### src/rtl/sad_search_sequencer.sv
// rtl/sad_search_sequencer.sv - raster-order window issue and running-minimum SAD collector.
// Optional feature: define SAD_EARLY_EXIT_EN to stop issuing on the first zero SAD.
module sad_search_sequencer #(
  parameter int COORD_W      = 8,
  parameter int SAD_W        = 32,
  parameter int MAX_INFLIGHT = 4
) (
  input  logic               Clk,
  input  logic               Reset,
  input  logic               start,
  input  logic [COORD_W-1:0] frame_rows,
  input  logic [COORD_W-1:0] frame_cols,
  input  logic [COORD_W-1:0] win_rows,
  input  logic [COORD_W-1:0] win_cols,
  input  logic               issue_stall,
  output logic               issue_valid,
  output logic [COORD_W-1:0] issue_x,
  output logic [COORD_W-1:0] issue_y,
  input  logic               res_valid,
  input  logic [SAD_W-1:0]   res_sad,
  input  logic [COORD_W-1:0] res_x,
  input  logic [COORD_W-1:0] res_y,
  output logic               busy,
  output logic               done,
  output logic               err,
  output logic [SAD_W-1:0]   best_sad,
  output logic [COORD_W-1:0] outx,
  output logic [COORD_W-1:0] outy
);

  localparam int CNT_W = $clog2(MAX_INFLIGHT + 1);

  typedef enum logic [1:0] {IDLE, ISSUE, DRAIN, DONE} state_t;

  state_t             state, state_nxt;
  logic [CNT_W-1:0]   inflight, inflight_nxt;
  logic [COORD_W-1:0] x_max, y_max;
  logic               bad_dims, res_take, better, zero_hit, last_pos;

  always_comb begin
    bad_dims = (win_rows > frame_rows) || (win_cols > frame_cols) ||
               (win_rows == '0) || (win_cols == '0);
    // results with nothing outstanding (e.g. after a reset) are stale
    res_take = res_valid && (inflight != '0) && ((state == ISSUE) || (state == DRAIN));
    better   = res_take && (res_sad < best_sad);
`ifdef SAD_EARLY_EXIT_EN
    zero_hit = res_take && (res_sad == '0);
`else
    zero_hit = 1'b0;
`endif
    issue_valid = (state == ISSUE) && !issue_stall &&
                  (inflight < CNT_W'(MAX_INFLIGHT)) && !zero_hit;
    last_pos = (issue_x == x_max) && (issue_y == y_max);

    inflight_nxt = inflight;
    if (issue_valid && !res_take)
      inflight_nxt = inflight + CNT_W'(1);
    else if (!issue_valid && res_take)
      inflight_nxt = inflight - CNT_W'(1);

    state_nxt = state;
    case (state)
      IDLE:  if (start) state_nxt = bad_dims ? DONE : ISSUE;
      ISSUE: begin
        if (zero_hit)
          state_nxt = (inflight_nxt == '0) ? DONE : DRAIN;
        else if (issue_valid && last_pos)
          state_nxt = DRAIN;
      end
      DRAIN: if (inflight_nxt == '0) state_nxt = DONE;
      DONE:  state_nxt = IDLE;
      default: state_nxt = IDLE;
    endcase
  end

  always_ff @(posedge Clk) begin
    if (Reset) begin
      state    <= IDLE;
      inflight <= '0;
      busy     <= 1'b0;
      done     <= 1'b0;
      err      <= 1'b0;
      best_sad <= '1;
      outx     <= '0;
      outy     <= '0;
      issue_x  <= '0;
      issue_y  <= '0;
      x_max    <= '0;
      y_max    <= '0;
    end else begin
      state    <= state_nxt;
      inflight <= inflight_nxt;
      // status outputs trail the state by one cycle so busy drops as done rises
      busy     <= (state == ISSUE) || (state == DRAIN);
      done     <= (state == DONE);

      if ((state == IDLE) && start) begin
        best_sad <= '1;
        outx     <= '0;
        outy     <= '0;
        err      <= bad_dims;
        x_max    <= frame_cols - win_cols;
        y_max    <= frame_rows - win_rows;
        issue_x  <= '0;
        issue_y  <= '0;
      end else if (better) begin
        best_sad <= res_sad;
        outx     <= res_x;
        outy     <= res_y;
      end

      if (issue_valid && !last_pos) begin
        if (issue_x == x_max) begin
          issue_x <= '0;
          issue_y <= issue_y + COORD_W'(1);
        end else begin
          issue_x <= issue_x + COORD_W'(1);
        end
      end
    end
  end

endmodule

### config.mk
export PLATFORM = sky130hd
export DESIGN_NAME = sad_search_sequencer
export DESIGN_NICKNAME = d
export VERILOG_FILES = /design/src/rtl/sad_search_sequencer.sv
export SDC_FILE = /design/constraint.sdc
export NUM_CORES = 1
export LEC_CHECK = 0
export CORE_MARGIN = 2
export CORE_UTILIZATION = 33
export DETAILED_ROUTE_END_ITERATION = 8
export DONT_BUFFER_PORTS = 1
export SYNTH_ARGS = -nofsm -noshare
export SYNTH_HDL_FRONTEND = slang
export SYNTH_SLANG_ARGS = --single-unit
### constraint.sdc
create_clock -name Clk -period 2.7 [get_ports Clk]
set_clock_uncertainty 0.15 [all_clocks]
set_input_delay 0.54 -clock Clk [delete_from_list [all_inputs] [get_ports Clk]]
set_output_delay 0.54 -clock Clk [all_outputs]
set_load 0.03 [all_outputs]
==> impl_results.md <==
- Status: finished clean
- Setup_tns: 0 ns
- Peak VDD IR: 0.0002753 V
- Initial Util: 0.3397
- Synth warn: 0
- Synth Flop Type: dfxtp_1
- Slew Viols, Final: 0
- Diode count: 0
- Layout cells sized above 1: 0.1221
- Largest net degree at the start of global routing: 65
- Die width: 132.3 um
- Avg Cell Area, Syn: 8.124 um^2
- Final Hold Vio Count: 0
- FFs w/ async S/R, synth: 0
- EDFF count, synth: 0
- Max-slew headroom: 0.4901
- Via/cell ratio: 4.834
- Most frequent CP cell: a21o_1
- Fmax: 0.3972 GHz
- Hold Path Class: input port to flip-flop
- Worst-Margin Slew: 0.7649 ns
- Post-CTS Hold Fix Bufs: 0
- Area Growth Syn to Fin: 17.93%
- Post-Syn Instances: 669
- GR Util met3: 0.06113
- Startpoint types: flip-flop
- I/O pins: 153
- Leakage dissipation: 2.881 nW
- Routing usage on met1: 0.1730
- CTS Buffer Depth: 2
- Met2 GRT Util: 0.2404
- Buf/Inv on CP: 3
- Layout Nets: 860
- Worst EP arrival: 2.64 ns
- Std cell rows: 46
- Final worst-path cycle share: 0.9324
- Initial DRC Count: 183
- Setup crit end kind: flip-flop
- CTS tree: done
- Router iterations before antenna repair: 4
- Die ar.: 17,510 um^2
- Gr ovfl total: 0
- Initial antenna violation count: 0
- DP HPWL: 9807 um
- Drc violations: 0
- Cells along the critical path: inv_1, ha_1, a21o_1, a21o_1, a2111oi_4, o31ai_2, a41oi_4, buf_4, buf_12, mux2i_1
- Remaining antenna violation count: 0
- Final instance area: 6410 um^2
- Seq/Total Area, Yosys: 0.3241
- CTS buffer count: 9
- Clk Tree Root Cell: clkbuf_16
- CP required: 2.82 ns
- All-Layer GR Usage: 0.1443
- Reg clk slew, reported paths: 0.07 ns
- Core Footprint: 16,000 um^2
- GR peak layer: met2
- Port bufs: 0
- Post-synth cell types: 59
- CP delay by family, top: compound AO/OA/AOI/OAI gates
- DRT Wirelength: 12,890 um
- WL/cell: 13.75 um
- Crit-path max FO: 19
- Final setup fails: 0
- Total of max-cap violations: 0
- Slowest cell on crit path: a2111oi_4
- Vias in the first global route: 4,225
- PwrDens: 701.7 nW/um^2
- RSZ-0062 raised after global routing: no
- Synthesized area: 5435 um^2
- Clock Sinks: 88
- First-pass GRT wire length: 20,640 um
- Dpl cell area: 6071 um^2
- Vias: 4,529
- CP Class: flip-flop to flip-flop
- H-Tree Level Count: 3
- Synth Register Bits: 88
- Net Count, Synth: 813
- Gpl congestion: 0.7511
- Die H: 132.3 um
- Min Tclk post-route: 2.517 ns
- Worst-skew pair later-pin latency: 0.35 ns
- Crit-path max cell delay: 0.38 ns
[cell families (layout without fill, tap and decap cells)]
group                    Yosys count  in the layout  synth area share
flip-flops                        88             88            0.3241
adder cells (fa/ha/maj)           59             59            0.1386
XOR/XNOR                          20             20           0.03223
multiplexers                      50             50           0.09208
AO/OA/AOI/OAI                    112            112            0.1326
buffers and inverters             85            137           0.06491
AND/OR/NAND/NOR                  255            255            0.2155
[where the power goes]
part / switching, mW / internal (mW)
combinational: 0.953 / 0.682
sequential: 0.187 / 1.47
clock: 0.556 / 0.653
[layout by cell type, fill, tap and decap left out, types with 12 or more instances in the layout]
| cell type | n |
|---|---|
| nand3_1 | 13 |
| ha_1 | 57 |
| nor2b_1 | 12 |
| nor2_1 | 99 |
| mux2i_1 | 50 |
| dfxtp_1 | 88 |
| o21ai_0 | 19 |
| nand2_1 | 76 |
| a21oi_1 | 41 |
| inv_1 | 57 |
| buf_4 | 58 |
[synthesized netlist by cell type, drive strengths merged (5+ instances only)]
cell type / number / area, um^2
xnor2: 10 / 87.58
a211oi: 7 / 52.55
clkbuf: 17 / 63.81
and3: 8 / 50.05
nor2: 100 / 375.4
xor2: 10 / 87.58
nor4: 6 / 58.80
mux2i: 50 / 500.5
a311oi: 7 / 61.31
nor2b: 12 / 75.07
ha: 57 / 713.2
nand2: 77 / 289.0
o21ai: 22 / 110.1
inv: 58 / 217.7
or3: 5 / 31.28
a21oi: 41 / 205.2
nand3: 13 / 65.06
nand4: 5 / 31.28
dfxtp: 88 / 1762
nor3: 8 / 40.04
buf: 9 / 67.55
nand2b: 6 / 37.54
[cell type report]
cell class,instances,area (um^2)
Fill cell,1683,9590
Multi-Input combinational cell,496,3354
Tap cell,216,270.3
Clock inverter,6,42.54
Timing Repair Buffer,62,520.5
Clock buffer,10,239.0
Sequential cell,88,1762
Inverter,59,221.5
[flip-flops by register name (all words and copies together) (netlist names)]
register and flops:
best_sad 32, issue_x 8, issue_y 8, outx 8
outy 8, x_max 8, y_max 8, inflight 3
state 2, busy 1, done 1, err 1
[through the flow]
step / hold WS (ns) / utilization / setup slack (ns) / instances / power [mW]
after floorplan: 0.2936 / - / 0.08727 / 669 / 2.865
after global placement: 0.2973 / 0.3794 / -0.02012 / 918 / 3.266
after detailed placement: 0.3082 / 0.3794 / -0.08251 / 918 / 3.280
after CTS: 0.08834 / 0.3970 / 0.09208 / 934 / 4.512
after global routing: 0.08352 / 0.4006 / 0.03013 / 937 / 4.803
final: 0.1062 / 0.4006 / 0.1826 / 937 / 4.498
[what timing repair did]
action,4_1_cts,5_1_grt
resized for setup,0,2
endpoints found under the setup margin,0,16
setup buffers,0,2
[worst register-to-register path: stages, from the launching register on]
cell	delay, ns
dfxtp_1	0.33
inv_1	0.04
ha_1	0.28
a21o_1	0.18
a21o_1	0.20
a2111oi_4	0.38
o31ai_2	0.14
a41oi_4	0.19
buf_4	0.15
buf_12	0.17
mux2i_1	0.22
[layer usage]
| metal | up-vias | share of wire |
|---|---|---|
| met5 | - | 0 |
| met4 | 0 | 0.0085 |
| met3 | 9 | 0.086 |
| met2 | 117 | 0.45 |
| met1 | 2013 | 0.46 |
| li1 | 2390 | - |
[final timing paths]
path / startpoint / end / slack [ns] / cells past startpoint
max: best_sad[29]$_SDFFE_PP1P_ / outy[6]$_SDFFE_PP0P_ / 0.18 / 10
min: Reset / x_max[6]$_SDFFE_PP0P_ / 0.11 / 1
max reg2reg: best_sad[29]$_SDFFE_PP1P_ / outy[6]$_SDFFE_PP0P_ / 0.18 / 10
min reg2reg: x_max[3]$_SDFFE_PP0P_ / x_max[3]$_SDFFE_PP0P_ / 0.32 / 2
Note: power is estimated with default switching activity, not from simulation.
